[src/rtl/jk_sched_pkg.sv]
// Shared types and constants for the J-K clock-enable scheduler.
package jk_sched_pkg;

  localparam int DIV_W_DEFAULT = 8;

  typedef enum logic [1:0] {
    IDLE  = 2'd0,
    ALIGN = 2'd1,
    RUN   = 2'd2,
    DRAIN = 2'd3
  } state_t;

endpackage

[src/rtl/jk_cen_chan.sv]
// One scheduling channel: period counter, reload, preset/clear registering,
// strobe suppression and the drain-complete (frozen) flag.
module jk_cen_chan
  import jk_sched_pkg::*;
#(
  parameter int DIV_W = DIV_W_DEFAULT
) (
  input  logic             clk,
  input  logic             rst_n,
  input  logic             load,
  input  logic             active,
  input  logic             draining,
  input  logic             active_next,
  input  logic [DIV_W-1:0] div,
  input  logic [DIV_W-1:0] load_val,
  input  logic             preset_req_bar,
  input  logic             clear_req_bar,
  output logic             cen,
  output logic             preset_bar_o,
  output logic             clear_bar_o,
  output logic             frozen_next
);

  logic [DIV_W-1:0] cnt;
  logic [DIV_W-1:0] cnt_next;
  logic             frozen;
  logic             supp;
  logic             emit;
  logic             preset_next;
  logic             clear_next;

  always_comb begin
    preset_next = preset_req_bar | ~clear_req_bar;
    clear_next  = clear_req_bar;
    supp        = ~(preset_bar_o & clear_bar_o);
    emit        = active & ~frozen & ~supp & (cnt == '0);
    cnt_next    = cnt;
    frozen_next = frozen;
    if (load) begin
      cnt_next    = load_val;
      frozen_next = 1'b0;
    end else if (active && !frozen) begin
      // A forced set/clear restarts the period just like a wrap does.
      if (supp || cnt == '0) cnt_next = div;
      else                   cnt_next = cnt - DIV_W'(1);
      if (draining && emit) frozen_next = 1'b1;
    end
  end

  // Cen is the registered form of "counter reads 0 next cycle and may strobe".
  always_ff @(posedge clk or negedge rst_n) begin
    if (!rst_n) begin
      cnt          <= '0;
      frozen       <= 1'b0;
      cen          <= 1'b0;
      preset_bar_o <= 1'b1;
      clear_bar_o  <= 1'b1;
    end else begin
      cnt          <= cnt_next;
      frozen       <= frozen_next;
      preset_bar_o <= preset_next;
      clear_bar_o  <= clear_next;
      cen          <= active_next & ~frozen_next & preset_next & clear_next
                      & (cnt_next == '0);
    end
  end

endmodule

[src/rtl/jk_cen_sched.sv]
// Clock-enable scheduler top: IDLE/ALIGN/RUN/DRAIN sequencer over BLOCKS channels.
// Optional macro JK_CEN_SCHED_PHASE_EN makes ALIGN load Phase instead of Div.
module jk_cen_sched
  import jk_sched_pkg::*;
#(
  parameter int BLOCKS = 2,
  parameter int DIV_W  = DIV_W_DEFAULT
) (
  input  logic                    Clk,
  input  logic                    Reset_bar,
  input  logic                    Start,
  input  logic                    Stop,
  input  logic [BLOCKS*DIV_W-1:0] Div,
  input  logic [BLOCKS*DIV_W-1:0] Phase,
  input  logic [BLOCKS-1:0]       Preset_req_bar,
  input  logic [BLOCKS-1:0]       Clear_req_bar,
  output logic [BLOCKS-1:0]       Cen,
  output logic [BLOCKS-1:0]       Preset_bar_o,
  output logic [BLOCKS-1:0]       Clear_bar_o,
  output logic                    Running
);

  state_t                  state;
  logic [BLOCKS-1:0]       frozen_next;
  logic                    all_frozen;
  logic                    load;
  logic                    active;
  logic                    draining;
  logic                    active_next;
  logic [BLOCKS*DIV_W-1:0] load_bus;

`ifdef JK_CEN_SCHED_PHASE_EN
  assign load_bus = Phase;
`else
  logic unused_phase;
  assign load_bus     = Div;
  assign unused_phase = ^Phase;
`endif

  assign all_frozen  = &frozen_next;
  assign load        = (state == ALIGN);
  assign active      = (state == RUN) || (state == DRAIN);
  assign draining    = (state == DRAIN);
  // Channels need to know whether the next cycle may strobe at all.
  assign active_next = load | (state == RUN) | (draining & ~all_frozen);

  always_ff @(posedge Clk or negedge Reset_bar) begin
    if (!Reset_bar) begin
      state   <= IDLE;
      Running <= 1'b0;
    end else begin
      case (state)
        IDLE:  if (Start) state <= ALIGN;
        ALIGN: begin
          state   <= RUN;
          Running <= 1'b1;
        end
        RUN:   if (Stop) state <= DRAIN;
        DRAIN: if (all_frozen) begin
          state   <= IDLE;
          Running <= 1'b0;
        end
        default: begin
          state   <= IDLE;
          Running <= 1'b0;
        end
      endcase
    end
  end

  for (genvar g = 0; g < BLOCKS; g++) begin : g_chan
    jk_cen_chan #(.DIV_W(DIV_W)) u_chan (
      .clk            (Clk),
      .rst_n          (Reset_bar),
      .load           (load),
      .active         (active),
      .draining       (draining),
      .active_next    (active_next),
      .div            (Div[g*DIV_W +: DIV_W]),
      .load_val       (load_bus[g*DIV_W +: DIV_W]),
      .preset_req_bar (Preset_req_bar[g]),
      .clear_req_bar  (Clear_req_bar[g]),
      .cen            (Cen[g]),
      .preset_bar_o   (Preset_bar_o[g]),
      .clear_bar_o    (Clear_bar_o[g]),
      .frozen_next    (frozen_next[g])
    );
  end

endmodule

[config.mk]
export PLATFORM = sky130hd
export DESIGN_NAME = jk_cen_sched
export DESIGN_NICKNAME = d
export VERILOG_FILES = /design/src/rtl/jk_sched_pkg.sv /design/src/rtl/jk_cen_chan.sv /design/src/rtl/jk_cen_sched.sv
export SDC_FILE = /design/constraint.sdc
export NUM_CORES = 1
export LEC_CHECK = 0
export ABC_AREA = 1
export CAP_MARGIN = 5
export CORE_MARGIN = 10
export CORE_UTILIZATION = 40
export CTS_CLUSTER_DIAMETER = 120
export CTS_CLUSTER_SIZE = 30
export DETAILED_ROUTE_END_ITERATION = 10
export PLACE_DENSITY = 0.66
export SETUP_SLACK_MARGIN = 0.3
export SLEW_MARGIN = 10
export SYNTH_ARGS = -nofsm -noshare
export SYNTH_HDL_FRONTEND = slang
export SYNTH_HIERARCHICAL = 1
export SYNTH_SLANG_ARGS = --single-unit
[constraint.sdc]
create_clock -name Clk -period 3.8 [get_ports Clk]
set_input_delay 0.76 -clock Clk [delete_from_list [all_inputs] [get_ports Clk]]
set_output_delay 0.76 -clock Clk [all_outputs]
set_load 0.01 [all_outputs]
==> results.py, run 1 <==
metrics = {
    "cts": {
        "cts_tree": "built",
        "cts_resized": 0,
        "clock_latency_ps": 280,
        "cts_hold_buf": 0,
        "clk_pin_slew_ps": 100,
        "cts_root_buf": "clkbuf_8",
        "cts_htree_levels": 1,
        "clkSinkCount": 27,
        "cts_buffers": 3,
        "cts_setup_buffers": 0,
        "cts.path.max_buffers": 2,
    },
    "floorplanning": {
        "ios": 47,
        "die_area_mm2": 0.00860,
        "die-height_um": 92.7,
        "start_util": 0.414,
        "core-area_mm2": 0.00511,
        "die_w_um": 92.7,
        "rows": 26,
    },
    "timing": {
        "whs_ps": 541,
        "timing.clock.skew_ps": 1.94,
        "final.setup.tns_ps": 0,
        "hold_viol": 0,
        "max_freq_ghz": 0.412,
        "period_share": 0.639,
        "rsz0062_at_grt": "false",
        "slew_headroom": 0.754,
        "drv_slew": 0,
        "tightest_slew_ps": 368,
        "period_needed_ps": 2430,
        "setup_violations": 0,
    },
    "worst_setup_path": {
        "cp.depth": 15,
        "cpPeakStageDelay_ps": 410,
        "critPathSlowestCell": "dfrtp_1",
        "cpLargestDelayFamily": "simple AND/OR/NAND/NOR gates",
        "r2r_end": "g_chan[1].u_chan/cen$_DFF_PN0_",
        "crit_arrival_ps": 2610,
        "crit_path_max_fanout": 7,
        "worstSetupStartpoint": "state[1]$_DFFE_PN0P_",
        "rr_startpoint": "state[1]$_DFFE_PN0P_",
        "crit_type": "reg2reg",
        "cp-start-kind": "flip-flop",
        "path_buf_inv": 2,
        "ff2ff_setup_slack_ps": 1370,
        "crit_top_cell": "nand2_1",
        "r2r_cells": 15,
        "crit_end": "g_chan[1].u_chan/cen$_DFF_PN0_",
        "path_cells": "ha_1 > inv_1 > nand2_1 > inv_1 > nor2_2 > nand4_1 > a21oi_1 > nand2_2 > nand2_4 > nand2_1 > and3_1 > nand2_1 > a21oi_2 > nand3_1 > nor2_1",
        "crit_required_ps": 3980,
        "end_kind": "flip-flop",
    },
    "logic_synthesis": {
        "avgSynthCellArea_um2": 6.83,
        "syn_area_mm2": 0.00212,
        "ys_seq_elements": 27,
        "syn_nets": 358,
        "syn_inst": 310,
        "synth_edf_count": 0,
        "yosysWarnings": 6,
        "synth_ff_type": "dfrtp_1",
        "seq_area_frac_synth": 0.322,
        "async_flop_share": 1.00,
        "ys_types": 29,
    },
    "detailed_routing": {
        "wire_per_inst_um": 11.9,
        "dr.pass1.iters": 4,
        "viasPerCell": 4.69,
        "vias": 1939,
        "drc_errors": 0,
        "drt_iter0_markers": 45,
        "drt-total-wl_um": 4910,
        "ant_nets": 0,
    },
    "finish": {
        "final_common_cell": "nand2_1",
        "diodes": 0,
        "finalNetCount": 392,
        "area_growth_pct": 20.5,
        "final_cell_mix": "nand2_1, inv_1, clkdlybuf4s50_1, nand3_1, dfrtp_1",
        "drive_gt1_frac": 0.155,
        "final_util": 0.499,
        "fillers": 528,
    },
    "run_status": {
        "status": "finished clean",
    },
    "global_routing": {
        "grt_pass1_wl_um": 8630,
        "grt-ovfl-total": 0,
        "grt_pass1_vias": 1927,
        "track_usage": 0.120,
        "antenna_found_initial": 0,
        "grt_max_degree": 28,
    },
    "power": {
        "p_clk_frac": 0.092,
        "power_leakage_nw": 1.30,
        "seq_power_share": 0.284,
        "irDropWorstVdd_v": 0.000337,
        "swShare": 0.511,
        "pwr-share-comb": 0.624,
        "p_int_uw": 895,
        "power_switching_uw": 935,
        "cellPowerDensity_mw_per_mm2": 717,
    },
    "placement": {
        "portBuffers": 30,
        "dp_hpwl_um": 3810,
        "gp_congestion": 0.865,
    },
    "job": {
        "max-cap-violations": 0,
    },
    "worst_hold_path": {
        "hold_path_class": "reg2reg",
        "min_from": "Running$_DFFE_PN0P_",
    },
}
==> stage by stage <==
step	instance area (um^2)	worst slack (ps)	total power, mW	instances
final	2550	1370	1.83	413
after global routing	2550	1090	2.05	413
after CTS	2550	1340	1.85	413
after detailed placement	2500	1360	1.67	409
after global placement	2500	1400	1.65	409
after floorplan	2120	1760	1.42	310
==> worst min path at each step <==
stage	slack, ps	depth (start not counted)	end
floorplan	460	0	Running$_DFFE_PN0P_
global placement	510	2	Running$_DFFE_PN0P_
detailed placement	520	2	Running$_DFFE_PN0P_
CTS	540	2	Running$_DFFE_PN0P_
global route	580	2	Running$_DFFE_PN0P_
finish	540	2	Running$_DFFE_PN0P_
==> synthesized netlist by cell type (5+ instances only) <==
cell,n,area [um^2]
nand3_1,28,140
a21oi_1,19,95.1
ha_1,8,100
nor2_1,16,60.1
nand2_1,87,327
inv_1,56,210
nor2_2,5,31.3
or2_2,9,56.3
nand2_2,6,37.5
dfrtp_1,23,576
nor2_4,8,90.1
nand4_1,7,43.8
==> flip-flops by register name (all words and copies together) (netlist names) <==
register                    flops
g_chan.u_chan/cnt              16
g_chan.u_chan/cen               2
g_chan.u_chan/clear_bar_o       2
g_chan.u_chan/frozen            2
g_chan.u_chan/preset_bar_o      2
state                           2
Running                         1
==> power by group through the flow <==
stage | registers, mW | logic, mW | clock network (mW)
CTS | 0.520 | 1.15 | 0.180
global route | 0.537 | 1.32 | 0.193
finish | 0.519 | 1.14 | 0.169
global placement | 0.523 | 1.12 | 0
floorplan | 0.501 | 0.915 | 0
detailed placement | 0.525 | 1.15 | 0
==> worst reg2reg max path, stage by stage (launching register included) <==
cell     delay (ps)
dfrtp_1         410
ha_1            290
inv_1            80
nand2_1          80
inv_1            50
nor2_2          290
nand4_1         140
a21oi_1         270
nand2_2         120
nand2_4          90
nand2_1          90
and3_1          190
nand2_1          80
a21oi_2          40
nand3_1          80
nor2_1           50
==> per-layer routing <==
metal / wire length (um) / vias to the layer above / GRT usage / share of wire
li1: - / 1025 / - / -
met1: 2290 / 879 / 0.145 / 0.47
met2: 2360 / 30 / 0.208 / 0.48
met3: 199 / 5 / 0.0266 / 0.041
met4: 53 / 0 / 0.0347 / 0.011
met5: 0 / - / 0 / 0
==> cells by family (layout without fill, tap and decap cells) <==
kind of cell / Yosys count / count (layout) / synth area share
AND/OR/NAND/NOR: 172 / 172 / 0.400
buffers and inverters: 65 / 98 / 0.118
AO/OA/AOI/OAI: 33 / 33 / 0.0917
flip-flops: 27 / 27 / 0.322
adder cells (fa/ha/maj): 8 / 8 / 0.0473
XOR/XNOR: 5 / 5 / 0.0207
==> area by class of cell <==
cell class	count	area [um^2]	area share
Clock buffer	3	41.3	0.0162
Sequential cell	27	681	0.267
Clock inverter	1	5.00	0.00196
Timing Repair Buffer	32	315	0.124
Multi-Input combinational cell	218	1180	0.465
Tap cell	70	87.6	0.0343
Inverter	62	235	0.0922
No activity file was read; power rests on OpenSTA's default activity.
==> run 2, diff against run 1 <==
--- a/config.mk
+++ b/config.mk
@@ -12,7 +12,7 @@
 export CTS_CLUSTER_DIAMETER = 120
 export CTS_CLUSTER_SIZE = 30
 export DETAILED_ROUTE_END_ITERATION = 10
-export PLACE_DENSITY = 0.66
+export PLACE_DENSITY = 0.68
 export SETUP_SLACK_MARGIN = 0.3
 export SLEW_MARGIN = 10
 export SYNTH_ARGS = -nofsm -noshare
==> constraint.sdc (replaced) <==
create_clock -name Clk -period 2 [get_ports Clk]
set_input_delay 0.4 -clock Clk [delete_from_list [all_inputs] [get_ports Clk]]
set_output_delay 0.4 -clock Clk [all_outputs]
set_load 0.01 [all_outputs]
==> run 2 against run 1 <==
Net effect:
- non-clock buffer count rose by 18
- hold slack got worse by 64 ps
- sequential power rose by 93%
- sequential share of layout area fell by 2.1 points
- largest power group unchanged
==> results.py, run 2 (synthesis gave the netlist of run 1 again) <==
metrics = {
    "timing": {
        "slew_headroom": 0.764,
        "timing.clock.skew_ps": 4.62,
        "setup_ws_ps": 17.3,
        "final.setup.tns_ps": 0,
        "hold_viol": 0,
        "period_needed_ps": 1980,
        "drv_slew": 0,
        "rsz0062_at_grt": "true",
        "period_share": 0.991,
        "max_freq_ghz": 0.504,
        "tightest_slew_ps": 353,
        "setup_violations": 0,
    },
    "floorplanning": {
        "core-area_mm2": 0.00511,
        "die_area_mm2": 0.00860,
        "ios": 47,
        "die-height_um": 92.7,
        "die_w_um": 92.7,
        "rows": 26,
        "start_util": 0.414,
    },
    "detailed_routing": {
        "drt-total-wl_um": 5200,
        "drt_iter0_markers": 68,
        "dr.pass1.iters": 4,
        "viasPerCell": 4.66,
        "vias": 2010,
        "drc_errors": 0,
        "ant_nets": 0,
        "wire_per_inst_um": 12.1,
    },
    "worst_setup_path": {
        "crit_arrival_ps": 2170,
        "cpPeakStageDelay_ps": 430,
        "crit_type": "reg2reg",
        "path_cells": "inv_2 > ha_4 > inv_2 > nand2_2 > inv_1 > nor2_4 > nand4_1 > a21oi_2 > nand2_4 > nand2_4 > nand2_4 > and3_4 > nand2_2 > a21oi_2 > nand3_1 > nor2_1",
        "critPathSlowestCell": "dfrtp_1",
        "crit_path_max_fanout": 4,
        "end_kind": "flip-flop",
        "cp-start-kind": "flip-flop",
        "crit_required_ps": 2180,
        "crit_top_cell": "nand2_4",
    },
    "finish": {
        "drive_gt1_frac": 0.252,
        "largest_register_ff_count": 16,
        "finalNetCount": 410,
        "diodes": 0,
        "top_register": "g_chan.u_chan/cnt",
        "fillers": 521,
        "final_common_cell": "nand2_1",
        "instances_no_fill": 431,
        "final_cell_mix": "nand2_1, inv_1, nand3_1, clkdlybuf4s50_1, dfrtp_1",
        "final_util": 0.544,
        "area_growth_pct": 31.2,
    },
    "placement": {
        "place_ws_ps": -2.71,
        "portBuffers": 30,
        "dp_hpwl_um": 3900,
        "dp.cells": 420,
        "gp_congestion": 0.916,
    },
    "job": {
        "max-cap-violations": 0,
    },
    "global_routing": {
        "grt-ovfl-total": 0,
        "antenna_found_initial": 0,
        "grt_pass1_wl_um": 9020,
        "grt_pass1_vias": 2010,
        "grt_max_degree": 28,
        "track_usage": 0.124,
    },
    "cts": {
        "cts_tree": "built",
        "cts_buffers": 3,
        "cts.path.max_buffers": 2,
        "cts_root_buf": "clkbuf_8",
        "clkSinkCount": 27,
        "clock_latency_ps": 280,
        "cts_htree_levels": 1,
        "cts_hold_buf": 0,
        "clk_pin_slew_ps": 90,
    },
    "power": {
        "cellPowerDensity_mw_per_mm2": 1390,
        "power_leakage_nw": 1.42,
        "irDropWorstVdd_v": 0.000830,
    },
    "worst_hold_path": {
        "hold_path_class": "in2async",
    },
    "run_status": {
        "status": "finished clean",
    },
}
==> run 2: changes by cell type in the layout (fill, tap and decap cells not counted), moves of 2 or more <==
cell | before | now
nand2_4 | 4 | 7
dlygate4sd2_1 | 0 | 4
inv_2 | 4 | 8
nand2_1 | 87 | 82
clkdlybuf4s50_1 | 30 | 26
buf_4 | 2 | 18
inv_1 | 56 | 50
nand2_2 | 6 | 8
buf_6 | 0 | 2
ha_1 | 8 | 4
ha_2 | 0 | 3
==> run 2: routing by layer <==
metal  vias up  track usage  part of all wire
met1       911        0.147              0.45
li1       1054            -                 -
met3         7       0.0258             0.045
met2        38        0.216              0.49
met5         -            0                 0
met4         0       0.0437             0.018
==> run 2: worst max-delay path: cells and delay by family, from the launching register on <==
kind / cells / cell delay [ps]
buffers and inverters: 3 / 190
adders and majority gates: 1 / 130
and+or+nand+nor: 10 / 840
DFF: 1 / 430
AOI/OAI and AO/OA: 2 / 270
==> run 2: area by class of cell <==
cell class	count	area [um^2]	area share
sequential	27	682	0.246
tap	70	87.6	0.0315
clock buffer	3	41.3	0.0149
multi-input combinational	218	1260	0.455
inverter	62	245	0.0883
timing repair buffer	50	453	0.163
clock inverter	1	5.00	0.00180
==> run 2: power breakdown <==
group	internal [mW]	total (mW)	switching, mW
Sequential	0.761	1.00	0.240
Clock	0.140	0.320	0.180
Combinational	1.03	2.54	1.52
Total	1.93	3.86	1.94
==> run 2: path summary, 6_finish.rpt <==
| kind | startpoint | endpoint | slack [ps] | cells after the start |
|---|---|---|---|---|
| max in group asynchronous | Reset_bar | g_chan[1].u_chan/clear_bar_o$_DFF_PN1_ | 1210 | 2 |
| setup / recovery | state[0]$_DFFE_PN0P_ | g_chan[1].u_chan/cen$_DFF_PN0_ | 20 | 16 |
| setup reg to reg | state[0]$_DFFE_PN0P_ | g_chan[1].u_chan/cen$_DFF_PN0_ | 20 | 16 |
| hold reg to reg | Running$_DFFE_PN0P_ | Running$_DFFE_PN0P_ | 510 | 2 |
| hold / removal | Reset_bar | g_chan[0].u_chan/cnt[2]$_DFF_PN0_ | 480 | 2 |
| min in group Clk | Running$_DFFE_PN0P_ | Running$_DFFE_PN0P_ | 510 | 2 |
==> run 2: repair_timing <==
action | CTS | global route
endpoints found under the setup margin | 10 | 18
pin swaps | 1 | 15
hold endpoints to repair | 0 | 0
setup buffers | 4 | 3
resized for setup | 10 | 18
==> run 2: stage by stage <==
| stage | power, mW | instance area [um^2] | hold slack, ps |
|---|---|---|---|
| after floorplan | 2.73 | 2130 | 104 |
| after global placement | 3.30 | 2610 | 492 |
| after global routing | 4.31 | 2780 | 504 |
| after CTS | 3.74 | 2690 | 495 |
| after detailed placement | 3.35 | 2610 | 499 |
| final | 3.86 | 2780 | 478 |
